$ cat config.mk
export PLATFORM = sky130hd
export DESIGN_NAME = ttc_readout_scheduler
export DESIGN_NICKNAME = d
export VERILOG_FILES = /design/src/rtl/ttc_readout_scheduler.sv
export SDC_FILE = /design/constraint.sdc
export NUM_CORES = 1
export LEC_CHECK = 0
export CAP_MARGIN = 25
export CORE_MARGIN = 2
export CORE_UTILIZATION = 40
export CTS_CLUSTER_DIAMETER = 30
export DETAILED_ROUTE_END_ITERATION = 8
export GPL_ROUTABILITY_DRIVEN = 1
export PLACE_DENSITY = 0.68
export SLEW_MARGIN = 0
export SYNTH_ARGS = -nofsm -noshare
export SYNTH_HDL_FRONTEND = slang
export SYNTH_SLANG_ARGS = --single-unit
$ cat constraint.sdc
create_clock -name clk -period 17.5 [get_ports clk]
set_input_delay 3.5 -clock clk [delete_from_list [all_inputs] [get_ports clk]]
set_output_delay 3.5 -clock clk [all_outputs]
set_load 0.02 [all_outputs]
$ cat src/rtl/ttc_readout_scheduler.sv
// Serialises TTC trigger-FIFO events into readout requests for the command manager,
// pairing each non-empty event with one acquisition-complete pulse, in trigger order.
//
// state        | meaning
// IDLE         | ready to pop the next trigger word
// WAIT_ACQ     | non-empty event popped, waiting for an acquisition completion
// REQUEST      | readout_req held until readout_ack
// WAIT_READOUT | waiting for readout_done
// ERROR        | acquisition timeout; left only by reset
module ttc_readout_scheduler #(
    parameter logic [23:0] ACQ_TIMEOUT = 24'd4000000
) (
    input  logic         clk,
    input  logic         reset,
    input  logic         reset_trig_num,
    input  logic         fifo_valid,
    output logic         fifo_ready,
    input  logic [127:0] fifo_data,
    input  logic         acq_done,
    output logic         readout_req,
    input  logic         readout_ack,
    output logic         readout_empty,
    output logic [4:0]   readout_trig_type,
    output logic [23:0]  readout_event_num,
    output logic [23:0]  readout_trig_num,
    output logic [43:0]  readout_timestamp,
    input  logic         readout_done,
    output logic [4:0]   state,
    output logic [7:0]   acq_done_pending,
    output logic [31:0]  events_read,
    output logic [31:0]  empty_events,
    output logic         error_acq_timeout,
    output logic         error_seq,
    output logic         error_pending_ovf
);

    localparam logic [4:0] S_IDLE         = 5'b00001;
    localparam logic [4:0] S_WAIT_ACQ     = 5'b00010;
    localparam logic [4:0] S_REQUEST      = 5'b00100;
    localparam logic [4:0] S_WAIT_READOUT = 5'b01000;
    localparam logic [4:0] S_ERROR        = 5'b10000;

    logic [4:0]  state_nx;
    logic        pop;
    logic        pop_empty;
    logic [4:0]  pop_type;
    logic [23:0] pop_cnt;
    logic [23:0] pop_trig;
    logic [43:0] pop_ts;
    logic        consume;
    logic        timeout_hit;
    logic [23:0] acq_timer;
    logic [23:0] expected_event;
    logic        unused_fifo_hi;

    assign pop_empty      = fifo_data[97];
    assign pop_type       = fifo_data[96:92];
    assign pop_cnt        = fifo_data[91:68];
    assign pop_trig       = fifo_data[67:44];
    assign pop_ts         = fifo_data[43:0];
    assign unused_fifo_hi = ^fifo_data[127:98];

    assign pop         = fifo_valid & fifo_ready;
    assign consume     = (state == S_WAIT_ACQ) && ((acq_done_pending != 8'd0) || acq_done);
    assign timeout_hit = (ACQ_TIMEOUT != '0) && (acq_timer == '0);

    always_ff @(posedge clk or posedge reset) begin
        if (reset) begin
            state <= S_IDLE;
        end else begin
            state <= state_nx;
        end
    end

    always_comb begin
        state_nx = state;
        case (state)
            S_IDLE: begin
                if (pop) begin
                    state_nx = pop_empty ? S_REQUEST : S_WAIT_ACQ;
                end
            end
            S_WAIT_ACQ: begin
                if (consume) begin
                    state_nx = S_REQUEST;
                end else if (timeout_hit) begin
                    state_nx = S_ERROR;
                end
            end
            S_REQUEST: begin
                if (readout_ack) begin
                    state_nx = S_WAIT_READOUT;
                end
            end
            S_WAIT_READOUT: begin
                if (readout_done) begin
                    state_nx = S_IDLE;
                end
            end
            S_ERROR: state_nx = S_ERROR;
            default: state_nx = S_IDLE;
        endcase
    end

    // Handshake outputs are gated by reset so they drop the instant reset rises.
    always_comb begin
        fifo_ready        = 1'b0;
        readout_req       = 1'b0;
        error_acq_timeout = (state == S_ERROR);
        if (!reset) begin
            fifo_ready  = (state == S_IDLE);
            readout_req = (state == S_REQUEST);
        end
    end

    always_ff @(posedge clk or posedge reset) begin
        if (reset) begin
            readout_empty     <= 1'b0;
            readout_trig_type <= 5'd0;
            readout_event_num <= 24'd0;
            readout_trig_num  <= 24'd0;
            readout_timestamp <= 44'd0;
        end else if (pop) begin
            readout_empty     <= pop_empty;
            readout_trig_type <= pop_type;
            readout_event_num <= pop_cnt;
            readout_trig_num  <= pop_trig;
            readout_timestamp <= pop_ts;
        end
    end

    // Channel B reset wins over the expected-number update of a same-cycle pop.
    always_ff @(posedge clk or posedge reset) begin
        if (reset) begin
            expected_event <= 24'd1;
            error_seq      <= 1'b0;
        end else begin
            if (pop && !pop_empty && (pop_cnt != expected_event)) begin
                error_seq <= 1'b1;
            end
            if (reset_trig_num) begin
                expected_event <= 24'd1;
            end else if (pop && !pop_empty) begin
                expected_event <= pop_cnt + 24'd1;
            end
        end
    end

    // Timeout down-counter reloads outside WAIT_ACQ, so it restarts on every entry.
    always_ff @(posedge clk or posedge reset) begin
        if (reset) begin
            acq_timer <= ACQ_TIMEOUT;
        end else if (state != S_WAIT_ACQ) begin
            acq_timer <= ACQ_TIMEOUT;
        end else if (acq_timer != '0) begin
            acq_timer <= acq_timer - 24'd1;
        end
    end

    always_ff @(posedge clk or posedge reset) begin
        if (reset) begin
            acq_done_pending  <= 8'd0;
            error_pending_ovf <= 1'b0;
        end else if (acq_done && !consume) begin
            if (acq_done_pending == 8'hFF) begin
                error_pending_ovf <= 1'b1;
            end else begin
                acq_done_pending <= acq_done_pending + 8'd1;
            end
        end else if (consume && !acq_done) begin
            acq_done_pending <= acq_done_pending - 8'd1;
        end
    end

    always_ff @(posedge clk or posedge reset) begin
        if (reset) begin
            events_read  <= 32'd0;
            empty_events <= 32'd0;
        end else begin
            if ((state == S_WAIT_READOUT) && readout_done) begin
                events_read <= events_read + 32'd1;
            end
            if ((state == S_REQUEST) && readout_ack && readout_empty) begin
                empty_events <= empty_events + 32'd1;
            end
        end
    end

endmodule

Word-level counts from Yosys, hierarchy flattened

Index checks and enable logic that the tools add are counted.

$add $sub $neg: 6
Eq/ne operators: 13
Mux-type cells: 16
Bitwise operators: 1
Reductions and logical operators: 21

Operators with widths:

| cell                                               | number |
|---|---|
| 2-to-1 mux 24 bit                                  | 4 |
| adder 32 x 1 -> 32 bit, second input constant      | 2 |
| 2-to-1 mux 5 bit                                   | 5 |
| one-hot mux 5 bit (5 select lines)                 | 1 |
| adder 24 x 1 -> 24 bit, second input constant      | 1 |
| zero test 24 bit                                   | 1 |
| 2-to-1 mux 8 bit                                   | 3 |
| != test 24 bit                                     | 1 |
| nonzero test 24 bit                                | 1 |
| subtractor 24 x 1 -> 24 bit, second input constant | 1 |
| adder 8 x 1 -> 8 bit, second input constant        | 1 |
| == test 8 bit, second input constant               | 1 |
| logical AND 1 bit                                  | 8 |
| != test 2 bit, second input constant               | 4 |
| nonzero test 8 bit                                 | 1 |
| subtractor 8 x 1 -> 8 bit, second input constant   | 1 |
| nonzero test 2 bit                                 | 3 |
| == test 5 x 1 -> 1 bit, second input constant      | 1 |
| == test 5 x 2 -> 1 bit, second input constant      | 1 |
| == test 5 x 3 -> 1 bit, second input constant      | 1 |
| == test 5 x 4 -> 1 bit, second input constant      | 1 |
| == test 5 bit, second input constant               | 1 |
| != test 5 x 2 -> 1 bit, second input constant      | 1 |
| AND reduction 2 bit                                | 2 |
| other kinds (7)                                    | 10 |

Bits in registers: 225
Input bits: 135
Output and inout bits: 180
Word-level logic and storage cells: 70

Longest topological paths before layout

Gate-level depths: netlist (run 1).

Depth in word-level cells: 7
Depth in mapped cells: 11
Mapped depth without buffers: 9

Least setup slack after synthesis (run 1)

Ideal clock, no wire load.

Path type: input to output
Start point: input port reset
End point: output port readout_req
Arrival: 8.901 ns
Data required time: 14.000 ns
Slack: 5.099 ns
Cell stages on the path: 2
Buffers on the path: 0
Cells stage by stage: inv_1 > and3_1

Cells in the longest elaborated chain, start to end: 1

RTL lines:

| what             | line | source |
|---|---|---|
| start, declared  | 14   | `input logic reset,` |
| 2-to-1 mux 1 bit | 110  | `if (!reset) begin` |
| end, declared    | 20   | `output logic readout_req,` |

No other way between the ends.

Worst setup path in the final report (run 1)

Ends and elaborated chain as after synthesis.

==> impl_metrics.csv, run 1 <==
group,metric,value,unit
layout,fin_util,0.6125,
timing,fin_tns_setup,0,ns
synth,synth_top_area_share,0.5288,
grt,grt_pass1_wl,42.28,mm
synth,syn_nets,1018,
power_and_ir_drop,power.switching,0.5979,mW
grt,grtUsageTotal,0.1957,
clocking,cts.sinks,225,
synth,synth_seq_area_share,0.5519,
synth,synth_compound_gate_area_share,0.03647,
critical_path,cp.arrival,5.55,ns
clocking,htree_levels,2,
timing,rsz0062_at_grt,"no",
synth,synth_area_leader_cell,"dfrtp_1",
power_and_ir_drop,p_leak,6.511,nW
layout,layout.nets,1333,
timing,slew_headroom,0.3518,
min_path,min_from,"empty_events[31]",
critical_path,end_kind,"primary output",
min_path,whs_endpoint,"empty_events[31]",
synth,ys.flop_type,"dfrtp_1",
synth,synthAdderAreaFrac,0.01224,
floorplanning,die_x,163.9,um
power_and_ir_drop,netSwitchingFraction,0.2734,
floorplanning,core-area,0.02511,mm2
synth,muxShareOfSynthArea,0.1141,
routing,vias,7820,
timing,setup_viol,0,
min_path,min_path_type,"register to register",
floorplanning,start_util,0.4071,
clocking,cts_tree,"yes",
power_and_ir_drop,seq_power_share,0.302,
power_and_ir_drop,p_int,1.589,mW
synth,syn_inst,873,
power_and_ir_drop,p_per_area,142.2,mW/mm2
grt,grt_pass1_vias,8182,
synth,yosys.area_share.simple,0.1497,
critical_path,critPathMaxFanout,103,
placement,portBuffers,284,
power_and_ir_drop,peakVddDrop,0.09568,mV
routing,antenna_left,0,
grt,grt_start_max_net_pins,104,
synth,synthArstFlopShare,1.000,
synth,avgSynthCellArea,11.71,um2
floorplanning,dieArea,0.02685,mm2
routing,routed_wl,26.05,mm
timing,clock_skew,0.01701,ns
run,maxCapViolations,0,
synth,synth_top_family_by_area,"simple AND/OR/NAND/NOR gates",
clocking,cts_resized,0,
critical_path,r2r_start,"state[2]",
synth,synth_xor_xnor_area_share,0.1140,
timing,final-max-slew-violation-count,0,
timing,fmax,110.5,MHz
placement,dpl.hpwl,17.93,mm
critical_path,criticalPathCategory,"primary input to primary output",
critical_path,cp_slowest_cell,"clkdlybuf4s50_1",
critical_path,rr_endpoint,"expected_event[7]",
clocking,cts.clk_slew.worst_paths,0.04,ns
layout,drive_gt1_frac,0.1864,
routing,initialDrtViolationCount,297,
synth,ys_seq_elements,225,
layout,area_growth,50.44,%
floorplanning,pin_count,315,
floorplanning,row_count,58,
outcome,status,"completed",
clocking,cts_hold_buf,0,
synth,ys_warn_count,0,
floorplanning,die_h,163.9,um
synth,synth_area_leaders,"dfrtp_1 53%, mux2_2 11%, xnor2_1 6.9%, xor2_1 4.5%, nand2_1 2.4%",
synth,synth_edf_count,0,
critical_path,crit_path_frequent_cell,"clkdlybuf4s50_1",
critical_path,crit_chain,"clkdlybuf4s50_1 -> inv_8 -> and3_1 -> clkdlybuf4s50_1",
timing,tightestPinTransition,0.9634,ns
timing,finalHoldViolCount,0,
clocking,cts_made_buffers,55,
clocking,clock_latency,0.54,ns
routing,dr.pass1.iters,5,
grt,grt_overflow_total,0,
critical_path,reg2reg_depth,6,
placement,gp_congestion,0.7911,
timing,finalCriticalPeriod,9.051,ns
critical_path,slowest_delay,0.62,ns
synth,syn_area,0.01022,mm2
routing,drcViolationCount,0,
clocking,root_buffer,"clkbuf_16",
routing,via_per_inst,5.000,
layout,insertedDiodeCount,0,
power_and_ir_drop,pwr-share-comb,0.214,
power_and_ir_drop,clkPwrFrac,0.485,
clocking,cts_buffer_depth,3,
synth,ys_types,50,
critical_path,startpoint_type,"primary input",
routing,wl_per_cell,16.66,um
critical_path,reg2reg_slack,14.42,ns
min_path,min_path_cells,1,
timing,period_share,0.5172,
grt,antenna_found_initial,0,
critical_path,required,14.00,ns
clocking,cts_setup_buffers,0,
-- synth_stat cells (2+ instances only) --
master	instances
xor2_1	53
mux2_2	100
ha_1	10
dfstp_2	9
or4_4	2
nand2_1	65
or4_1	4
o22ai_1	2
and2_1	2
o31ai_1	4
nand2b_1	2
o21ai_0	33
xnor2_1	80
nor2_2	2
a22oi_1	3
nor4_1	9
nand4b_1	5
nand3_1	48
inv_1	19
a21oi_1	7
buf_6	3
nand4_1	28
dfrtp_1	216
nand3b_1	7
o211ai_1	2
clkbuf_1	27
and4_1	6
nor2b_1	7
nor2_1	54
buf_2	2
nor4_2	2
o21ai_2	2
mux2i_1	4
nor3_1	11
or2_2	4
and3_1	19
or3_1	7
-- cell usage in the layout, fill, tap and decap left out, types with 3 or more instances in the layout --
cell type        synthesis  routed
clkdlybuf4s50_1          0     284
bufinv_16                0       9
nand3b_1                 7       7
and4_1                   6       6
nand4b_1                 5       5
clkbuf_16                0      57
clkbuf_8                 0       5
mux2i_1                  4       4
or2_2                    4       4
xnor2_1                 80      80
dfrtp_1                216     216
clkinv_4                 0       4
buf_4                    0       5
nor2_2                   2       3
a21oi_1                  7       7
or3_1                    7       7
a22oi_1                  3       3
nand3_1                 48      48
o21ai_0                 33      33
nor4_1                   9       9
clkbuf_1                27       7
ha_1                    10      10
xor2_1                  53      53
inv_6                    0       3
and3_1                  19      19
nor2_1                  54      53
nand4_1                 28      28
or4_1                    4       4
mux2_2                 100     100
inv_1                   19      18
nor3_1                  11      11
o31ai_1                  4       4
clkinv_2                 0       8
clkinvlp_4               0      10
dfstp_2                  9       9
nand2_1                 65      65
nor2b_1                  7       7
-- registers in the layout, indices dropped and copies added (netlist names) --
register and cells:
expected_event 24, state 5, readout_timestamp 44, error_seq 1, readout_trig_type 5, empty_events 32
events_read 32, readout_empty 1, acq_done_pending 8, readout_trig_num 24, acq_timer 24, readout_event_num 24
error_pending_ovf 1
-- critical path, delay by kind of cell --
kind | cells | cell delay, ns
simple gates | 1 | 0.29
buf+inv | 3 | 1.71
-- cell type report --
| cell class | count | area (um2) |
|---|---|---|
| tap | 330 | 412.9 |
| fill | 2064 | 9731 |
| clock inverter | 34 | 446.7 |
| clock buffer | 69 | 1521 |
| timing repair buffer | 291 | 2915 |
| sequential | 225 | 5642 |
| inverter | 19 | 78.83 |
| multi-input combinational | 596 | 4362 |
-- cell families (layout without fill, tap and decap cells) --
logic type	Yosys count	count (layout)
and+or+nand+nor	288	288
adders and majority gates	10	10
buffers and inverters	52	413
DFF	225	225
muxes	104	104
xor gates and xnor gates	133	133
AOI/OAI and AO/OA	61	61
-- stage by stage --
stage	hold WS [ns]	area, um2	setup WS (ns)	power (mW)	instances
after global routing	0.4955	15380	8.272	2.278	1564
after floorplan	0.4571	10220	5.099	0.9012	873
after CTS	0.4758	15340	8.371	2.210	1562
final	0.4738	15380	8.449	2.187	1564
after detailed placement	0.4646	13380	8.373	1.133	1459
after global placement	0.4613	13380	8.393	1.127	1459
-- how the worst max path moves through the flow --
| stage | from | endpoint | cells past startpoint |
|---|---|---|---|
| final | reset | readout_req | 4 |
| after global routing | reset | readout_req | 4 |
| after CTS | reset | readout_req | 4 |
| after detailed placement | reset | readout_req | 4 |
| after global placement | reset | readout_req | 4 |
| after floorplan | reset | readout_req | 2 |
-- routing by layer --
| layer | track usage | vias to the layer above | wire length (um) |
|---|---|---|---|
| li1 | - | 3695 | - |
| met1 | 0.2470 | 3811 | 11110 |
| met2 | 0.3147 | 270 | 12040 |
| met3 | 0.07399 | 44 | 2464 |
| met4 | 0.05582 | 0 | 437 |
| met5 | 0 | - | 0 |
-- power by group through the flow --
stage / Combinational, mW / Clock (mW) / Sequential [mW]
floorplan: 0.149 / 0 / 0.752
global placement: 0.466 / 0 / 0.661
detailed placement: 0.468 / 0 / 0.665
CTS: 0.472 / 1.08 / 0.660
global route: 0.498 / 1.11 / 0.670
finish: 0.467 / 1.06 / 0.659
Note: power is estimated with default switching activity, not from simulation.
==> inputs of run 2 (changes only) <==
Settings changed: PLACE_DENSITY 0.68 to 0.71.
Clock period 17.5 ns to 8.2 ns, I/O delays scaled along.
==> run 2 against run 1 <==
Against the previous run:
- design area decreased by 1.1%
- register-to-register slack got worse by 9.1 ns
- via count is essentially flat
- die area unchanged
- worst hold slack worse by 0.011 ns
- clock skew grew 0.0043 ns
- worst setup slack got worse by 5.7 ns
==> impl_metrics.csv, run 2 (synthesized netlist as in run 1, its figures left out) <==
group,metric,value,unit
power_and_ir_drop,peakVddDrop,0.2495,mV
floorplanning,start_util,0.4071,
critical_path,cp.arrival,3.81,ns
run,maxCapViolations,0,
clocking,cts_hold_buf,0,
layout,drive_gt1_frac,0.1829,
grt,grt_start_max_net_pins,77,
floorplanning,die_h,163.9,um
clocking,cts_resized,0,
layout,layout_common_cells,"284 x clkdlybuf4s50_1, 216 x dfrtp_1, 100 x mux2_2",
placement,portBuffers,284,
floorplanning,dieArea,0.02685,mm2
timing,setup_viol,0,
layout,reg_top3,"readout_timestamp (44), empty_events (32), events_read (32)",
power_and_ir_drop,p_per_area,294.7,mW/mm2
routing,met2_length,12.35,mm
layout,final_common_cell,"clkdlybuf4s50_1",
timing,finalHoldViolCount,0,
critical_path,startpoint_type,"primary input",
timing,clock_skew,0.02130,ns
critical_path,crit_family,"buffers and inverters",
critical_path,critPathMaxFanout,30,
timing,fmax,183.4,MHz
critical_path,slowest_delay,0.61,ns
clocking,cts.clk_slew.worst_paths,0.04,ns
clocking,htree_levels,2,
grt,antenna_found_initial,0,
layout,largest_reg_flops,44,
clocking,cts_buffer_depth,3,
layout,fillers,2069,
timing,period_share,0.6649,
grt,grt_overflow_total,0,
floorplanning,core-area,0.02511,mm2
routing,vias,7821,
critical_path,end_kind,"primary output",
clocking,cts_tree,"yes",
floorplanning,row_count,58,
critical_path,cp_slowest_cell,"clkinvlp_4",
placement,dpl.hpwl,18.01,mm
layout,insertedDiodeCount,0,
critical_path,critPathBufInv,3,
clocking,cts_setup_buffers,0,
timing,final-max-slew-violation-count,0,
placement,pre_cts_ws,2.644,ns
routing,antenna_left,0,
clocking,root_buffer,"clkbuf_16",
grt,grtUsageTotal,0.1932,
timing,finalCriticalPeriod,5.452,ns
layout,layout.nets,1330,
outcome,status,"completed",
critical_path,crit_chain,"clkdlybuf4s50_1 -> clkinvlp_4 -> and3_1 -> clkdlybuf4s50_1",
floorplanning,die_x,163.9,um
routing,wl_per_cell,16.59,um
placement,place_inst,1459,
routing,wl_met3,2.430,mm
critical_path,required,6.56,ns
clocking,cts.sinks,225,
timing,fin_tns_setup,0,ns
power_and_ir_drop,p_leak,6.445,nW
routing,top_layer_used,"met4",
clocking,clock_latency,0.53,ns
timing,tightestPinTransition,1.013,ns
grt,grt_pass1_vias,8015,
grt,grt_pass1_wl,41.57,mm
floorplanning,pin_count,315,
critical_path,crit_path_frequent_cell,"clkdlybuf4s50_1",
timing,hold_ws,0.4631,ns
routing,routed_wl,25.89,mm
layout,fin_cells,1560,
timing,fin_ws,2.748,ns
timing,slew_headroom,0.3246,
routing,via_per_inst,5.013,
layout,regMostFlops,"readout_timestamp",
timing,rsz0062_at_grt,"no",
routing,dr.pass1.iters,4,
placement,gp_congestion,0.8352,
routing,drt-met1-wl,10.62,mm
layout,area_growth,48.74,%
routing,drcViolationCount,0,
min_path,min_path_type,"register to register",
critical_path,criticalPathCategory,"primary input to primary output",
routing,initialDrtViolationCount,428,
clocking,cts_made_buffers,53,
==> run 2: changes by cell type in the layout (fill, tap and decap cells not counted), moves of 2 or more <==
cell / previous run / this run
bufinv_16: 9 / 4
clkbuf_16: 57 / 55
clkinvlp_4: 10 / 6
clkbuf_8: 5 / 9
inv_6: 3 / 6
clkinv_4: 4 / 6
==> run 2: area by class of cell <==
type | count | area [um2] | area share
multi-input combinational | 596 | 4362 | 0.2869
tap | 330 | 412.9 | 0.02716
sequential | 225 | 5642 | 0.3710
clock buffer | 72 | 1530 | 0.1006
inverter | 19 | 75.07 | 0.004937
timing repair buffer | 290 | 2885 | 0.1898
clock inverter | 28 | 297.8 | 0.01959
==> run 2: final timing paths <==
path                           start             endpoint  slack (ns)  cells past startpoint
max reg2reg                 state[2]  acq_done_pending[4]        5.28                      9
min                        error_seq            error_seq        0.46                      1
max in group asynchronous      reset      events_read[23]        4.42                      4
min reg2reg                error_seq            error_seq        0.46                      1
min in group asynchronous      reset  acq_done_pending[7]        1.64                      2
max                            reset          readout_req        2.75                      4
==> run 2: through the flow <==
stage	instance area (um2)	utilization	total power [mW]
6_report	15200	0.6055	4.480
5_1_grt	15200	0.6055	4.669
4_1_cts	15200	0.6053	4.536
3_5_place_dp	13370	0.5325	2.417
3_3_place_gp	13370	0.5325	2.403
2_1_floorplan	10230	-	1.924
==> run 2: metal layers <==
metal	up-vias	track usage
met4	0	0.06021
met1	3833	0.2408
met3	41	0.07298
li1	3683	-
met5	-	0
met2	264	0.3117
==> run 2: report_power, final <==
group / switching [mW] / leakage, nW / internal, mW / total [mW]
logic: 0.483 / 2.71 / 0.513 / 0.996
clock network: 0.649 / 0.888 / 1.43 / 2.08
registers: 0.117 / 2.85 / 1.29 / 1.40
total: 1.25 / 6.45 / 3.23 / 4.48
==> inputs of run 3 (changes only) <==
Clock period 8.2 ns to 4.6 ns, I/O delays scaled along.
==> run 3 against run 2 <==
Against the previous run:
- count of clock-buffer cells in the layout shrank 8
- register-to-register slack got worse by 3.6 ns
- sequential power is 80% higher
- clock skew barely moved
- first-iteration DRC count grew 4.7%
- non-clock buffer count decreased by 1
- critical path type is now register to primary output
- critical endpoint unchanged
- largest cell class unchanged
==> impl_metrics.csv, run 3 (synthesized netlist as in run 1, its figures left out) <==
group,metric,value,unit
layout,fin_util,0.6082,
critical_path,crit_chain,"or3_1 -> nor2_1 -> and3_1 -> clkdlybuf4s50_1",
floorplanning,dieArea,0.02685,mm2
critical_path,cp_slowest_cell,"clkdlybuf4s50_1",
placement,dpl.hpwl,18.02,mm
layout,final_common_cell,"clkdlybuf4s50_1",
critical_path,critPathBufInv,1,
layout,layout_common_cells,"284 x clkdlybuf4s50_1, 216 x dfrtp_1, 100 x mux2_2",
clocking,root_buffer,"clkbuf_16",
routing,routed_wl,26.64,mm
critical_path,required,3.68,ns
layout,reg_top3,"readout_timestamp (44), empty_events (32), events_read (32)",
power_and_ir_drop,p_per_area,536.9,mW/mm2
timing,fmax,285.5,MHz
routing,drcViolationCount,0,
clocking,htree_levels,2,
critical_path,end_kind,"primary output",
layout,fillers,2008,
critical_path,rr_endpoint,"acq_timer[12]",
layout,multi_input_area,0.004359,mm2
floorplanning,start_util,0.4071,
layout,largest_reg_flops,44,
clocking,cts_tree,"yes",
grt,grt_overflow_total,0,
routing,wl_per_cell,17.10,um
timing,fin_tns_setup,0,ns
outcome,status,"completed",
timing,slew_headroom,0.3867,
critical_path,crit_family,"simple AND/OR/NAND/NOR gates",
layout,drive_gt1_frac,0.1824,
grt,grtUsageTotal,0.1966,
clocking,cts_buffer_depth,3,
timing,clock_skew,0.02130,ns
critical_path,r2r_start,"acq_timer[3]",
clocking,cts_hold_buf,0,
power_and_ir_drop,finalPower,8.198,mW
timing,setup_viol,0,
clocking,cts_resized,0,
grt,grt_pass1_vias,8103,
floorplanning,die_h,163.9,um
power_and_ir_drop,p_leak,6.485,nW
grt,antenna_found_initial,0,
grt,grt_pass1_wl,42.21,mm
layout,area_growth,49.39,%
timing,period_share,0.7615,
timing,finalCriticalPeriod,3.503,ns
floorplanning,die_x,163.9,um
grt,grt_start_max_net_pins,155,
critical_path,reg2reg_slack,1.67,ns
critical_path,cp.arrival,2.58,ns
clocking,cts.clk_slew.worst_paths,0.05,ns
critical_path,criticalPathCategory,"register to primary output",
min_path,min_from,"events_read[31]",
critical_path,reg2reg_depth,6,
routing,via_per_inst,5.039,
routing,dr.pass1.iters,4,
timing,finalHoldViolCount,0,
layout,seq_area,0.005642,mm2
power_and_ir_drop,peakVddDrop,0.4862,mV
critical_path,critPathMaxFanout,8,
floorplanning,core-area,0.02511,mm2
clocking,cts.sinks,225,
routing,initialDrtViolationCount,448,
critical_path,startpoint_type,"register",
layout,layout.nets,1329,
min_path,min_path_type,"register to register",
clocking,clock_latency,0.54,ns
clocking,cts_setup_buffers,0,
timing,tightestPinTransition,0.9200,ns
min_path,min_path_cells,1,
placement,gp_congestion,0.8024,
floorplanning,pin_count,315,
critical_path,slowest_delay,0.64,ns
run,maxCapViolations,0,
routing,antenna_left,0,
floorplanning,row_count,58,
min_path,whs_endpoint,"events_read[31]",
layout,insertedDiodeCount,0,
placement,portBuffers,284,
timing,rsz0062_at_grt,"no",
timing,final-max-slew-violation-count,0,
clocking,cts_made_buffers,53,
layout,regMostFlops,"readout_timestamp",
routing,vias,7850,
run 3: changes by cell type in the layout (fill, tap and decap cells not counted):
cell	previous run	this run
clkbuf_8	9	3
bufinv_16	4	9
clkinv_2	7	12
clkbuf_1	8	6
clkinvlp_4	6	4
buf_12	0	1
buf_4	5	4
clkbuf_2	1	0
inv_6	6	5
nor2_1	53	54
nor2_2	3	2
run 3: layer usage:
layer,vias to the layer above,routed length [um],share of wire,GRT usage
met5,-,0,0,0
met4,0,569,0.021,0.06220
met3,52,2571,0.097,0.07854
met2,288,12340,0.46,0.3098
met1,3830,11160,0.42,0.2482
li1,3680,-,-,-
run 3: worst max-delay path by stage:
stage / from / to / slack, ns / cells after the start
floorplan: reset / readout_req / -1.30 / 2
global placement: fifo_data[68] / expected_event[22] / 1.15 / 7
detailed placement: fifo_data[68] / expected_event[20] / 1.13 / 7
CTS: state[4] / readout_req / 1.06 / 4
global route: state[4] / readout_req / 0.97 / 4
finish: state[4] / readout_req / 1.10 / 4
run 3: area by class of cell:
type / count / area share
Timing Repair Buffer: 289 / 0.1894
Tap cell: 330 / 0.02704
Clock buffer: 64 / 0.09431
Inverter: 19 / 0.004916
Sequential cell: 225 / 0.3694
Multi-Input combinational cell: 596 / 0.2855
Clock inverter: 35 / 0.02941
run 3: through the flow:
| step | cells | area [um2] | setup slack [ns] | hold slack [ns] |
|---|---|---|---|---|
| finish | 1558 | 15270 | 1.097 | 0.4660 |
| global placement | 1459 | 13380 | 1.148 | 0.4582 |
| floorplan | 873 | 10230 | -1.305 | 0.4571 |
| CTS | 1558 | 15270 | 1.056 | 0.4715 |
| global route | 1558 | 15270 | 0.9661 | 0.4927 |
| detailed placement | 1459 | 13380 | 1.126 | 0.4656 |
run 3: worst reg2reg max path: cells and delay by family, from the launching register on:
family	cells	cell delay, ns
XOR/XNOR	1	0.19
AND/OR/NAND/NOR	5	2.20
flip-flops	1	0.41
run 3: report_power, final:
group	leakage, nW	total [mW]	switching [mW]	internal [mW]
clock	0.928	3.90	1.17	2.73
sequential	2.85	2.52	0.229	2.29
combinational	2.71	1.78	0.867	0.914
total	6.49	8.20	2.26	5.93
